**src/rtl/balance_pkg.sv**
```systemverilog
// balance_pkg: shared state encoding, limits and saturating helpers for the balance controller
package balance_pkg;

    typedef enum logic [1:0] {
        OFF   = 2'd0,
        RAMP  = 2'd1,
        RUN   = 2'd2,
        COAST = 2'd3
    } bal_state_t;

    localparam int SAT_MAX  = 2047;
    localparam int SAT_MIN  = -2048;
    localparam int PSAT_MAX = 511;
    localparam int PSAT_MIN = -512;

    localparam logic [11:0] STEER_LO  = 12'h200;
    localparam logic [11:0] STEER_HI  = 12'hE00;
    localparam logic [11:0] STEER_CTR = 12'h7FF;

    function automatic logic signed [11:0] sat12(input logic signed [17:0] v);
        return (v > 18'(SAT_MAX)) ? 12'(SAT_MAX) : (v < 18'(SAT_MIN)) ? 12'(SAT_MIN) : v[11:0];
    endfunction

    // Move cur toward tgt by at most lim; never overshoots so the result stays in 12 bits
    function automatic logic signed [11:0] slew_to(input logic signed [11:0] cur,
                                                  input logic signed [11:0] tgt,
                                                  input int lim);
        logic signed [12:0] d;
        logic signed [12:0] l;
        d = 13'(tgt) - 13'(cur);
        l = 13'(lim);
        return 12'(13'(cur) + ((d > l) ? l : (d < -l) ? -l : d));
    endfunction

    function automatic logic [12:0] mag(input logic signed [11:0] v);
        return v[11] ? -13'(v) : 13'(v);
    endfunction

endpackage

```
**src/rtl/pid_core.sv**
```systemverilog
// pid_core: stage-1 P/I/D terms with an overflow-holding integrator
module pid_core
    import balance_pkg::*;
#(
    parameter int PW       = 16,
    parameter int FAST_SIM = 1,
    parameter int P_COEF   = 9
) (
    input  logic                 clk,
    input  logic                 rst,
    input  logic                 clr,
    input  logic                 en,
    input  logic                 acc,
    input  logic signed [PW-1:0] ptch,
    input  logic signed [PW-1:0] ptch_rt,
    output logic signed [14:0]   p_q,
    output logic signed [14:0]   i_q,
    output logic signed [14:0]   d_q,
    output logic                 vld_q
);

    localparam int ISH = FAST_SIM ? 6 : 12;

    logic signed [9:0]  ps;
    logic signed [17:0] integ;
    logic signed [17:0] sum;
    logic signed [17:0] nxt;
    logic               ovf;

    // Saturate pitch and form the next integrator value; a sign flip against both operands holds
    always_comb begin
        ps  = (ptch > PW'(PSAT_MAX)) ? 10'(PSAT_MAX) : (ptch < PW'(PSAT_MIN)) ? 10'(PSAT_MIN) : ptch[9:0];
        sum = integ + 18'(ps);
        ovf = (integ[17] == ps[9]) && (sum[17] != integ[17]);
        nxt = clr ? '0 : (en && acc && !ovf) ? sum : integ;
    end

    // Integrator state
    always_ff @(posedge clk) begin
        if (rst)
            integ <= '0;
        else
            integ <= nxt;
    end

    // Stage-1 register; I is taken from the freshly updated integrator
    always_ff @(posedge clk) begin
        if (rst) begin
            p_q   <= '0;
            i_q   <= '0;
            d_q   <= '0;
            vld_q <= 1'b0;
        end else begin
            vld_q <= en;
            if (en) begin
                p_q <= 15'(ps * 15'(P_COEF));
                i_q <= 15'(nxt >>> ISH);
                d_q <= 15'(ptch_rt >>> 6);
            end
        end
    end

endmodule

```
**src/rtl/balance_cntrl_gen.sv**
```systemverilog
// balance_cntrl_gen: ride state machine, soft-start, steering, slew and overspeed around pid_core
module balance_cntrl_gen
    import balance_pkg::*;
#(
    parameter int PW       = 16,
    parameter int FAST_SIM = 1,
    parameter int P_COEF   = 9,
    parameter int SLEW     = 64,
    parameter int FAST_HI  = 1536,
    parameter int FAST_LO  = 1280
) (
    input  logic                 clk,
    input  logic                 rst,
    input  logic                 vld,
    input  logic signed [PW-1:0] ptch,
    input  logic signed [PW-1:0] ptch_rt,
    input  logic                 pwr_up,
    input  logic                 rider_off,
    input  logic [11:0]          steer_pot,
    input  logic                 en_steer,
    output logic signed [11:0]   lft_spd,
    output logic signed [11:0]   rght_spd,
    output logic                 too_fast,
    output logic [1:0]           state
);

    localparam int F   = FAST_SIM ? 1 : 15;
    localparam int SCW = 8 + F;

    bal_state_t         cur, nxt;
    logic [SCW-1:0]     ss_cnt;
    logic [7:0]         ss_tmr;
    logic               en, acc, clr_off, clr_int;
    logic signed [14:0] p_q, i_q, d_q;
    logic               vld_q;
    logic [11:0]        sp;
    logic signed [12:0] sc;
    logic signed [10:0] steer_d, steer_q;
    logic signed [16:0] pid17;
    logic signed [11:0] pid, scaled, tl, tr;
    logic               hi, lo;

    assign state  = cur;
    assign ss_tmr = ss_cnt[SCW-1 -: 8];

    // State register
    always_ff @(posedge clk) begin
        if (rst)
            cur <= OFF;
        else
            cur <= nxt;
    end

    // Next state; loss of power wins over everything
    always_comb begin
        nxt = !pwr_up ? OFF :
              (cur == OFF) ? (rider_off ? OFF : RAMP) :
              (cur != COAST && rider_off) ? COAST :
              (cur == RAMP && &ss_cnt) ? RUN :
              (cur == COAST && !rider_off && ~|lft_spd && ~|rght_spd) ? RAMP : cur;
    end

    // State-derived controls for sample acceptance and clearing
    always_comb begin
        en      = vld && pwr_up && cur != OFF;
        acc     = cur == RAMP || cur == RUN;
        clr_off = !pwr_up || cur == OFF;
        clr_int = clr_off || cur == COAST;
    end

    // Soft-start counter: counts per clock in RAMP, holds in RUN, clears elsewhere
    always_ff @(posedge clk) begin
        if (rst || clr_off)
            ss_cnt <= '0;
        else
            ss_cnt <= (cur == RAMP) ? ss_cnt + SCW'(!(&ss_cnt)) : (cur == RUN) ? ss_cnt : '0;
    end

    // Steering offset from the clipped, centred pot reading
    always_comb begin
        sp      = (steer_pot < STEER_LO) ? STEER_LO : (steer_pot > STEER_HI) ? STEER_HI : steer_pot;
        sc      = $signed({1'b0, sp}) - $signed({1'b0, STEER_CTR});
        steer_d = en_steer ? 11'((15'(sc) * 15'sd3) >>> 4) : '0;
    end

    // Stage-1 steer register alongside the PID terms
    always_ff @(posedge clk) begin
        if (rst)
            steer_q <= '0;
        else if (en)
            steer_q <= steer_d;
    end

    pid_core #(
        .PW      (PW),
        .FAST_SIM(FAST_SIM),
        .P_COEF  (P_COEF)
    ) u_pid (
        .clk    (clk),
        .rst    (rst),
        .clr    (clr_int),
        .en     (en),
        .acc    (acc),
        .ptch   (ptch),
        .ptch_rt(ptch_rt),
        .p_q    (p_q),
        .i_q    (i_q),
        .d_q    (d_q),
        .vld_q  (vld_q)
    );

    // Stage-2 targets; the state seen here decides scaling and coast, so in-flight samples follow it
    always_comb begin
        pid17  = 17'(p_q) + 17'(i_q) - 17'(d_q);
        pid    = sat12(18'(pid17));
        scaled = (cur == RAMP) ? 12'((21'(pid) * $signed({13'b0, ss_tmr})) >>> 8) : pid;
        tl     = (cur == COAST) ? '0 : sat12(18'(scaled) + 18'(steer_q));
        tr     = (cur == COAST) ? '0 : sat12(18'(scaled) - 18'(steer_q));
        hi     = mag(tl) >= 13'(FAST_HI) || mag(tr) >= 13'(FAST_HI);
        lo     = mag(tl) < 13'(FAST_LO) && mag(tr) < 13'(FAST_LO);
    end

    // Stage-2 register: slewed wheel speeds and hysteretic overspeed flag
    always_ff @(posedge clk) begin
        if (rst || clr_off) begin
            lft_spd  <= '0;
            rght_spd <= '0;
            too_fast <= 1'b0;
        end else if (vld_q) begin
            lft_spd  <= slew_to(lft_spd, tl, SLEW);
            rght_spd <= slew_to(rght_spd, tr, SLEW);
            too_fast <= hi ? 1'b1 : lo ? 1'b0 : too_fast;
        end
    end

endmodule
```
**config.mk**
```make
export PLATFORM = sky130hd
export DESIGN_NAME = balance_cntrl_gen
export DESIGN_NICKNAME = d
export VERILOG_FILES = /design/src/rtl/balance_pkg.sv /design/src/rtl/pid_core.sv /design/src/rtl/balance_cntrl_gen.sv
export SDC_FILE = /design/constraint.sdc
export NUM_CORES = 1
export LEC_CHECK = 0
export BUFFER_PORTS_ARGS = -buffer_cell sky130_fd_sc_hd__buf_2
export CAP_MARGIN = 20
export CORE_MARGIN = 2
export CORE_UTILIZATION = 55
export DETAILED_ROUTE_END_ITERATION = 10
export PLACE_DENSITY = 0.73
export RECOVER_POWER = 50
export SETUP_SLACK_MARGIN = 0.15
export SLEW_MARGIN = 10
export SYNTH_ARGS = -nofsm -noshare
export SYNTH_HDL_FRONTEND = slang
export SYNTH_SLANG_ARGS = --single-unit
export TNS_END_PERCENT = 10
```
**constraint.sdc**
```tcl
create_clock -name clk -period 20.1 [get_ports clk]
set_clock_uncertainty 0.2 [all_clocks]
set_input_delay 1.005 -clock clk [delete_from_list [all_inputs] [get_ports clk]]
set_output_delay 1.005 -clock clk [all_outputs]
set_load 0.1 [all_outputs]
```
==> reports/qor.yml, run 1 <==
status: "finished with violations"
violations: "capacitance limit, slew limit"
dr_total_vias: 13170
insertedDiodeCount: 0
synthCells: 1900
clock_sinks: 103
coreArea_sq_mm: 0.02680
overflow: 0
grt_usage_pct: 25.76
cts_tree: "built"
postSynth.asyncResetShare_pct: 0
slew_violations: 51
hold_buffers: 0
synth_ff_type: "dfxtp_1"
wl_per_cell_microns: 15.80
clkSlewWorstSetupHoldPaths_ns: 0.09
start_util_pct: 55.63
area_delta_synth_final_pct: 6.051
synth_largest_area_cell: "ha_1"
hold_viol: 0
cts_inserted_buffers: 9
cp.required_ns: 20.19
grt_start_max_net_pins: 51
cp_max_fo: 11
ios: 77
synth_seq_cells: 103
via_per_inst: 5.766
die_x_microns: 168.6
ir_drop_uv: 83.26
postCtsSetupBuffers: 0
synth_top_area_share_pct: 15.69
tightest_slew_ns: 1.953
avgSynthCellArea_sq_um: 7.847
synth_nets: 2235
drive_gt1_share_pct: 4.786
cp_common_cell: "a21oi_1"
period_needed_ns: 16.94
critPathKind: "reg -> reg"
power_uw: 1597
multiInputGateArea_sq_mm: 0.01165
tns_ns: 0
synth-edff-count: 0
cts_root_buf: "clkbuf_16"
pre_cts_slack_ns: 3.206
setup_viol: 0
first_pass_iters: 5
hold_class: "reg -> reg"
routed_wl_microns: 36080
clk-insertion-delay-late_ns: 0.36
cp-start-kind: "flop"
grt_pass1_vias: 13012
grt_pass1_wl_microns: 60660
nets: 2273
relSlewSlack_pct: -30.18
drt-initial-drc-count: 726
h-tree-depth: 3
fmax_mhz: 59.04
ys_warn_count: 0
ys_types: 79
synth_area_leaders: "ha_1 (16%), dfxtp_1 (14%), fa_1 (13%)"
p_per_area_mw_per_mm2: 101.0
slowest_stage: "a21oi_1"
fp.dieH_microns: 168.6
drv_cap: 1
critPathCaptureType: "flop"
critPathMaxStageDelay_ns: 0.66
drtAntennaViolNets: 0
rsz0062_at_grt: "false"
worstPathArrival_ns: 17.03
antenna_found_initial: 0
fillers: 2450
p_leak_uw: 0.007213
post_cts_resized: 0
routabilityCongestion: 0.8952
syn_area_sq_mm: 0.01491
clock_path_buffers: 2
period_share_pct: 84.27
worst_slack_ns: 3.162
rows: 60
numPortBuffers: 70
seq_area_frac_synth_pct: 13.83
hpwl_microns: 29380
die-area_sq_mm: 0.02844
seqCellArea_sq_mm: 0.002062
drc: 0
==> kinds of logic (layout without fill, tap and decap cells) <==
family                   count (synthesis)  count (layout)  share of synthesized area, %
AND/OR/NAND/NOR                        601             601                         20.37
AO/OA/AOI/OAI                          435             435                         19.01
buffers and inverters                  314             357                         8.065
adder cells (fa/ha/maj)                286             286                         28.92
XOR/XNOR                               121             121                         7.108
flip-flops                             103             103                         13.83
multiplexers                            40              40                         2.702
==> path summary, 6_finish.rpt <==
kind	startpoint	endpoint	slack, ns	depth (start not counted)
setup / recovery	u_pid.p_q[1]	lft_spd[10]	3.16	66
hold / removal	u_pid.d_q[7]	u_pid.d_q[7]	0.28	2
setup reg to reg	u_pid.p_q[1]	lft_spd[10]	3.16	66
hold reg to reg	u_pid.d_q[7]	u_pid.d_q[7]	0.28	2
==> per-stage QoR <==
step	area [sq um]	hold slack (ns)	utilization (%)	std cells
after global routing	15810	0.2956	59.00	2284
final	15810	0.2767	59.00	2284
after CTS	15850	0.2763	59.13	2283
after floorplan	14910	0.2400	-	1900
after detailed placement	15530	0.2644	57.95	2267
after global placement	15530	0.2606	57.95	2267
==> area by class of cell <==
cell class	count	share of cell area, %
multi-input cells	1483	73.66
flip-flops and latches	103	13.04
inverters	262	6.220
well taps	341	2.698
repair buffers	79	2.374
clock buffers	9	1.424
clock inverters	7	0.5777
==> sequential cells by signal (all words and copies together), names as in the netlist <==
signal       count
u_pid.integ     18
u_pid.p_q       15
lft_spd         12
rght_spd        12
u_pid.i_q       12
steer_q         11
u_pid.d_q       10
ss_cnt           9
state            2
too_fast         1
u_pid.vld_q      1
==> cells in the mapped netlist (all sizes together) (4+ instances only) <==
| library cell | instances |
|---|---|
| buf | 10 |
| o311a | 4 |
| a21boi | 15 |
| o21ai | 109 |
| and2 | 46 |
| a21o | 32 |
| a311oi | 5 |
| nor3 | 35 |
| and3 | 20 |
| ha | 187 |
| nor3b | 7 |
| a31o | 5 |
| dfxtp | 103 |
| o21bai | 24 |
| or2 | 13 |
| a211oi | 14 |
| nand4 | 12 |
| and4 | 4 |
| fa | 98 |
| clkbuf | 42 |
| o211ai | 6 |
| xnor2 | 87 |
| xor2 | 34 |
| a22oi | 7 |
| nor2b | 53 |
| nor4 | 16 |
| or4 | 4 |
| o31ai | 13 |
| o21a | 31 |
| nor2 | 159 |
| mux2i | 38 |
| nor4b | 5 |
| a31oi | 10 |
| o311ai | 6 |
| nand3 | 41 |
| inv | 262 |
| nand2b | 36 |
| a211o | 7 |
| or3 | 12 |
| a21oi | 113 |
| nand2 | 123 |
| nand3b | 6 |
==> report_power, final <==
group	total, uW	internal, uW	switching, uW	leakage (uW)
clock network	189	91.2	98.0	0.000155
logic	1200	479	721	0.00623
registers	208	206	1.46	0.000831
total	1600	777	821	0.00721
==> cell usage in the layout, fill, tap and decap left out, drive strengths merged, types with 20 or more instances in the layout <==
master  instances
a21o           32
o21ai         109
xnor2          87
clkbuf         39
and2           46
o21a           31
mux2i          38
nor3           35
nand2b         36
nor2b          53
a21oi         113
nor2          159
buf            49
ha            187
nand2         123
xor2           34
inv           267
fa             98
and3           20
o21bai         24
dfxtp         103
nand3          41
==> metal layers <==
metal | routed length, microns | global-route usage (%)
met5 | 0 | 0
met4 | 1029 | 8.658
met3 | 1335 | 3.343
met2 | 17860 | 46.77
met1 | 15860 | 31.48
==> critical path, delay by kind of cell (launching register included) <==
family | cells | cell delay, ns
AOI/OAI and AO/OA | 34 | 8.28
xor gates and xnor gates | 2 | 0.75
adders and majority gates | 12 | 4.54
buffers and inverters | 6 | 0.70
DFF | 1 | 0.31
muxes | 1 | 0.11
and+or+nand+nor | 11 | 1.98
Note: power is estimated with default switching activity, not from simulation.
==> run 2: changes to the inputs <==
- PLACE_DENSITY: 0.73 -> 0.76
- clock period: 20.1 -> 14.51 ns (I/O delays scaled with it)
==> reports/qor.yml, run 2 (synthesis gave the netlist of run 1 again) <==
numPortBuffers: 70
top_register: "u_pid.integ"
cts_inserted_buffers: 9
multiInputGateArea_sq_mm: 0.01242
p_leak_uw: 0.008010
fmax_mhz: 71.11
drt-initial-drc-count: 844
relSlewSlack_pct: 4.101
worstPathArrival_ns: 14.13
drive_gt1_share_pct: 17.10
crit_family: "compound AO/OA/AOI/OAI gates"
drv_cap: 0
slowest_stage: "fa_1"
slew_violations: 0
die_x_microns: 168.6
first_pass_iters: 5
overflow: 0
cp.required_ns: 14.57
cp_common_cell: "fa_1"
grt_pass1_wl_microns: 63520
critPathKind: "reg -> reg"
wl_per_cell_microns: 16.59
critPathMaxStageDelay_ns: 0.55
top_regs: "u_pid.integ: 18 flops, u_pid.p_q: 15 flops"
min_delay_path_depth: 2
setup_viol: 0
coreArea_sq_mm: 0.02680
fillers: 2171
grt_usage_pct: 26.97
dr_total_vias: 14140
grt_pass1_vias: 13795
nets: 2418
ios: 77
status: "finished clean"
cp-start-kind: "flop"
start_util_pct: 55.63
layout_commonest_cell: "inv_1"
routed_wl_microns: 40290
grt_start_max_net_pins: 32
insertedDiodeCount: 0
clock_sinks: 103
cp_num_cells: 63
rows: 60
h-tree-depth: 3
ir_drop_uv: 131.4
critPathCaptureType: "flop"
reg2regPathDepth: 63
clkSlewWorstSetupHoldPaths_ns: 0.09
drc: 0
largest_reg_flops: 18
hold_buffers: 0
hold_class: "reg -> reg"
cp_max_fo: 7
antenna_found_initial: 0
cts_tree: "built"
clk-insertion-delay-late_ns: 0.38
path_buf_inv: 8
die-area_sq_mm: 0.02844
fp.dieH_microns: 168.6
tightest_slew_ns: 1.438
seqCellArea_sq_mm: 0.002063
area_delta_synth_final_pct: 18.68
routabilityCongestion: 0.9390
period_needed_ns: 14.06
p_per_area_mw_per_mm2: 155.6
worst_slack_ns: 0.4468
final_util_pct: 66.02
final_cell_mix: "inv_1 (257), ha_1 (171), nor2_1 (153)"
drtAntennaViolNets: 0
hold_viol: 0
hpwl_microns: 30690
via_per_inst: 5.821
pre_cts_slack_ns: -0.5936
rsz0062_at_grt: "true"
clock_path_buffers: 2
period_share_pct: 96.92
cts_root_buf: "clkbuf_16"
[run 2: changes by cell type in the layout (fill, tap and decap cells not counted), sizes merged]
| cell | change |
|---|---|
| buf | +143 |
| inv | -4 |
| clkinv | +3 |
| clkbuf | +2 |
| clkinvlp | +1 |
[run 2: power by group]
group          switching, uW  internal (uW)
Sequential              2.16            286
Clock                    133            122
Combinational           1220            988
[run 2: worst paths after layout]
path / start / end / slack, ns
worst max-delay path: u_pid.i_q[1] / lft_spd[11] / 0.45
worst min-delay path: u_pid.d_q[7] / u_pid.d_q[7] / 0.28
worst max register to register: u_pid.i_q[1] / lft_spd[11] / 0.45
worst min register to register: u_pid.d_q[7] / u_pid.d_q[7] / 0.28
[run 2: through the flow]
step	setup TNS [ns]	cell area [sq um]	total power, uW	std cells	hold WS [ns]
final	0	17690	2754	2429	0.2777
after global routing	-0.6978	17690	2956	2429	0.3108
after CTS	0	16790	2422	2397	0.2767
after detailed placement	-2.184	16390	2135	2381	0.2662
after global placement	-0.2666	16390	2090	2381	0.2599
after floorplan	0	14910	1600	1900	0.2400
[run 2: worst min-delay path: cells and delay by family (launching register included)]
family	cells	cell delay, ns
DFF	1	0.33
AOI/OAI and AO/OA	1	0.05
and+or+nand+nor	1	0.06
[run 2: metal layers]
metal	vias to the layer above	wire [microns]	global-route usage (%)
met5	-	0	0
met4	0	1222	8.846
met3	108	1811	3.203
met2	397	20760	50.62
met1	6793	16490	31.90
li1	6842	-	-
[run 2: final cells by class]
class	count	area share (%)
clock inverters	7	0.4384
well taps	341	2.411
flip-flops and latches	103	11.66
inverters	262	5.558
repair buffers	224	8.471
clock buffers	9	1.273
multi-input cells	1483	70.19
[run 2: what timing repair did]
item,CTS,global route
buffers inserted,0,32
endpoints found under the setup margin,12,19
pin swaps,4,95
cloned,0,0
resized for setup,23,157
==> run 3: changes to the inputs <==
--- a/config.mk
+++ b/config.mk
@@ -6,4 +6,5 @@
 export NUM_CORES = 1
 export LEC_CHECK = 0
+export ABC_CLOCK_PERIOD_IN_PS = 14510
 export BUFFER_PORTS_ARGS = -buffer_cell sky130_fd_sc_hd__buf_2
 export CAP_MARGIN = 20
@@ -17,4 +18,5 @@
 export SYNTH_ARGS = -nofsm -noshare
 export SYNTH_HDL_FRONTEND = slang
+export SYNTH_HIERARCHICAL = 1
 export SYNTH_SLANG_ARGS = --single-unit
 export TNS_END_PERCENT = 10
==> constraint.sdc (replaced) <==
create_clock -name clk -period 14.51 [get_ports clk]
set_clock_uncertainty 0.2 [all_clocks]
set_input_delay 2.1765 -clock clk [delete_from_list [all_inputs] [get_ports clk]]
set_output_delay 2.1765 -clock clk [all_outputs]
set_load 0.1 [all_outputs]
==> reports/qor.yml, run 3 <==
status: "finished with violations"
violations: "setup timing"
hold_class: "reg -> reg"
fillers: 1988
insertedDiodeCount: 0
drc: 0
grt_start_max_net_pins: 41
cp_common_cell: "buf_4"
clock_sinks: 103
cts_inserted_buffers: 9
routed_wl_microns: 41960
coreArea_sq_mm: 0.02695
postLayoutCellArea_sq_mm: 0.01895
yosys.cell_count.top_type: "inv_1"
routedLengthMet1_microns: 17710
period_needed_ns: 14.78
worst_slack_ns: -0.2661
rsz0062_at_grt: "true"
first_pass_iters: 7
grt_usage_pct: 28.08
ir_drop_uv: 144.5
die_x_microns: 169.5
p_per_area_mw_per_mm2: 146.4
synth_area_leaders: "ha_1 (16%), dfxtp_1 (14%), fa_1 (13%)"
avgSynthCellArea_sq_um: 7.988
highest_layer: "met4"
placed_area_sq_mm: 0.01698
numPortBuffers: 70
fmax_mhz: 67.68
routabilityCongestion: 0.9211
relSlewSlack_pct: 22.87
drtAntennaViolNets: 0
seq_area_frac_synth_pct: 13.69
layout_commonest_cell: "buf_4"
rows: 60
synth_largest_area_cell: "ha_1"
via_per_inst: 5.728
ys_warn_count: 6
fin_cells: 2529
postSynth.asyncResetShare_pct: 0
clkSlewWorstSetupHoldPaths_ns: 0.08
min_delay_path_depth: 2
largest_reg_flops: 18
h-tree-depth: 3
grt_pass1_wl_microns: 66380
drive_gt1_share_pct: 26.23
cts_tree: "built"
synth_seq_cells: 103
cp.required_ns: 14.55
overflow: 0
synth-edff-count: 0
cp-start-kind: "flop"
wl_per_cell_microns: 16.59
met2_length_microns: 20310
r2r_start: "u_pid/i_q[0]"
crit_family: "buffers and inverters"
final_cell_mix: "buf_4 (256), inv_1 (251), nor2_1 (171)"
period_share_pct: 101.8
critPathCaptureType: "flop"
dp_cells: 2430
synth_common_cells: "inv_1 (259), ha_1 (189), nor2_1 (177), nand2_1 (136), a21oi_1 (112)"
antenna_found_initial: 0
r2r_setup_slack_ns: -0.27
timing.rr.end: "lft_spd[11]"
p_leak_uw: 0.008877
critPathKind: "reg -> reg"
dr_total_vias: 14485
critPathMaxStageDelay_ns: 0.51
clock_path_buffers: 2
synth_nets: 2223
drt-initial-drc-count: 924
synthCells: 1886
wl_met3_microns: 2110
hpwl_microns: 29910
cts_root_buf: "clkbuf_16"
hold_viol: 0
tightest_slew_ns: 1.162
nets: 2520
syn_area_sq_mm: 0.01507
die-area_sq_mm: 0.02873
hold_start: "u_pid/i_q[5]"
min_to: "u_pid/i_q[5]"
grt_pass1_vias: 14255
area_delta_synth_final_pct: 25.79
start_util_pct: 55.90
ios: 77
top_regs: "u_pid/integ: 18 flops, u_pid/p_q: 15 flops"
drv_cap: 0
reg2regPathDepth: 92
slew_violations: 0
hold_buffers: 0
fp.dieH_microns: 169.5
clk-insertion-delay-late_ns: 0.36
path_buf_inv: 44
multiInputGateArea_sq_mm: 0.01261
slowest_stage: "or4b_4"
worstPathArrival_ns: 14.81
setup_viol: 5
seqCellArea_sq_mm: 0.002078
cp_max_fo: 3
synth_top_area_share_pct: 15.70
synth_ff_type: "dfxtp_1"
top_register: "u_pid/integ"
ys_types: 97
[run 3: cell types whose count changed after synthesis, moves of 12 or more]
cell / previous run / this run
a21boi_0: 15 / 3
mux2i_1: 38 / 62
nand2_1: 123 / 136
nand2b_1: 36 / 20
nor2_1: 159 / 177
nor2b_1: 53 / 34
o21ai_0: 102 / 65
xnor2_1: 87 / 71
[run 3: area by class of cell]
class,count,area share [%]
clock buffer,9,1.188
clock inverter,7,0.6668
inverter,260,5.150
multi-input combinational,1463,66.55
sequential,103,10.97
tap,341,2.251
timing repair buffer,346,13.23
[run 3: power by group]
group,switching (uW),total (uW),internal [uW]
Clock,129,286,157
Sequential,1.97,286,284
Combinational,1140,2200,1060
[run 3: what timing repair did]
action,4_1_cts,5_1_grt
gates resized for setup,74,152
hold endpoints to repair,0,0
buffers inserted,47,33
endpoints found under the setup margin,15,23
cloned,1,0
pin swaps,52,117
[run 3: cell families after synthesis]
group / after synthesis / synth area share, %
flops: 103 / 13.69
mux: 67 / 4.518
simple gates: 587 / 19.43
xor+xnor: 114 / 6.627
compound gates: 408 / 18.31
buf+inv: 320 / 8.704
fa+ha+maj: 287 / 28.72
[run 3: how the worst max path moves through the flow]
stage                               to  cells after the start     startpoint
after floorplan            lft_spd[11]                     69  u_pid/i_q[11]
after global placement    rght_spd[11]                     67   u_pid/i_q[1]
after detailed placement  rght_spd[10]                     67   u_pid/i_q[1]
after CTS                 rght_spd[11]                     69   u_pid/i_q[0]
after global routing       lft_spd[11]                     71   u_pid/p_q[1]
final                      lft_spd[11]                     92   u_pid/i_q[0]
[run 3: worst reg2reg max path: cells and delay by family, from the launching register on]
kind | cells | cell delay [ns]
buffers and inverters | 44 | 5.37
AO/OA/AOI/OAI | 24 | 4.26
AND/OR/NAND/NOR | 14 | 2.40
adder cells (fa/ha/maj) | 6 | 1.46
XOR/XNOR | 3 | 0.50
flip-flops | 1 | 0.38
multiplexers | 1 | 0.09
[run 3: metrics by stage]
step | power [uW] | setup slack (ns) | hold WS, ns | utilization, % | setup TNS, ns
6_report | 2774 | -0.2661 | 0.2617 | 70.32 | -0.8409
5_1_grt | 2958 | -0.8690 | 0.2856 | 70.32 | -6.805
4_1_cts | 2462 | 0.1459 | 0.2658 | 66.75 | 0
3_5_place_dp | 2022 | -0.5807 | 0.2455 | 62.99 | -3.196
3_3_place_gp | 1975 | -0.2241 | 0.2423 | 62.99 | -0.5621
2_1_floorplan | 1441 | 0.1769 | 0.2250 | - | 0
[run 3: metal layers]
layer | global-route usage [%] | vias to the layer above
li1 | - | 7043
met1 | 36.06 | 6904
met2 | 48.18 | 406
met3 | 3.195 | 132
met4 | 11.45 | 0
met5 | 0 | -
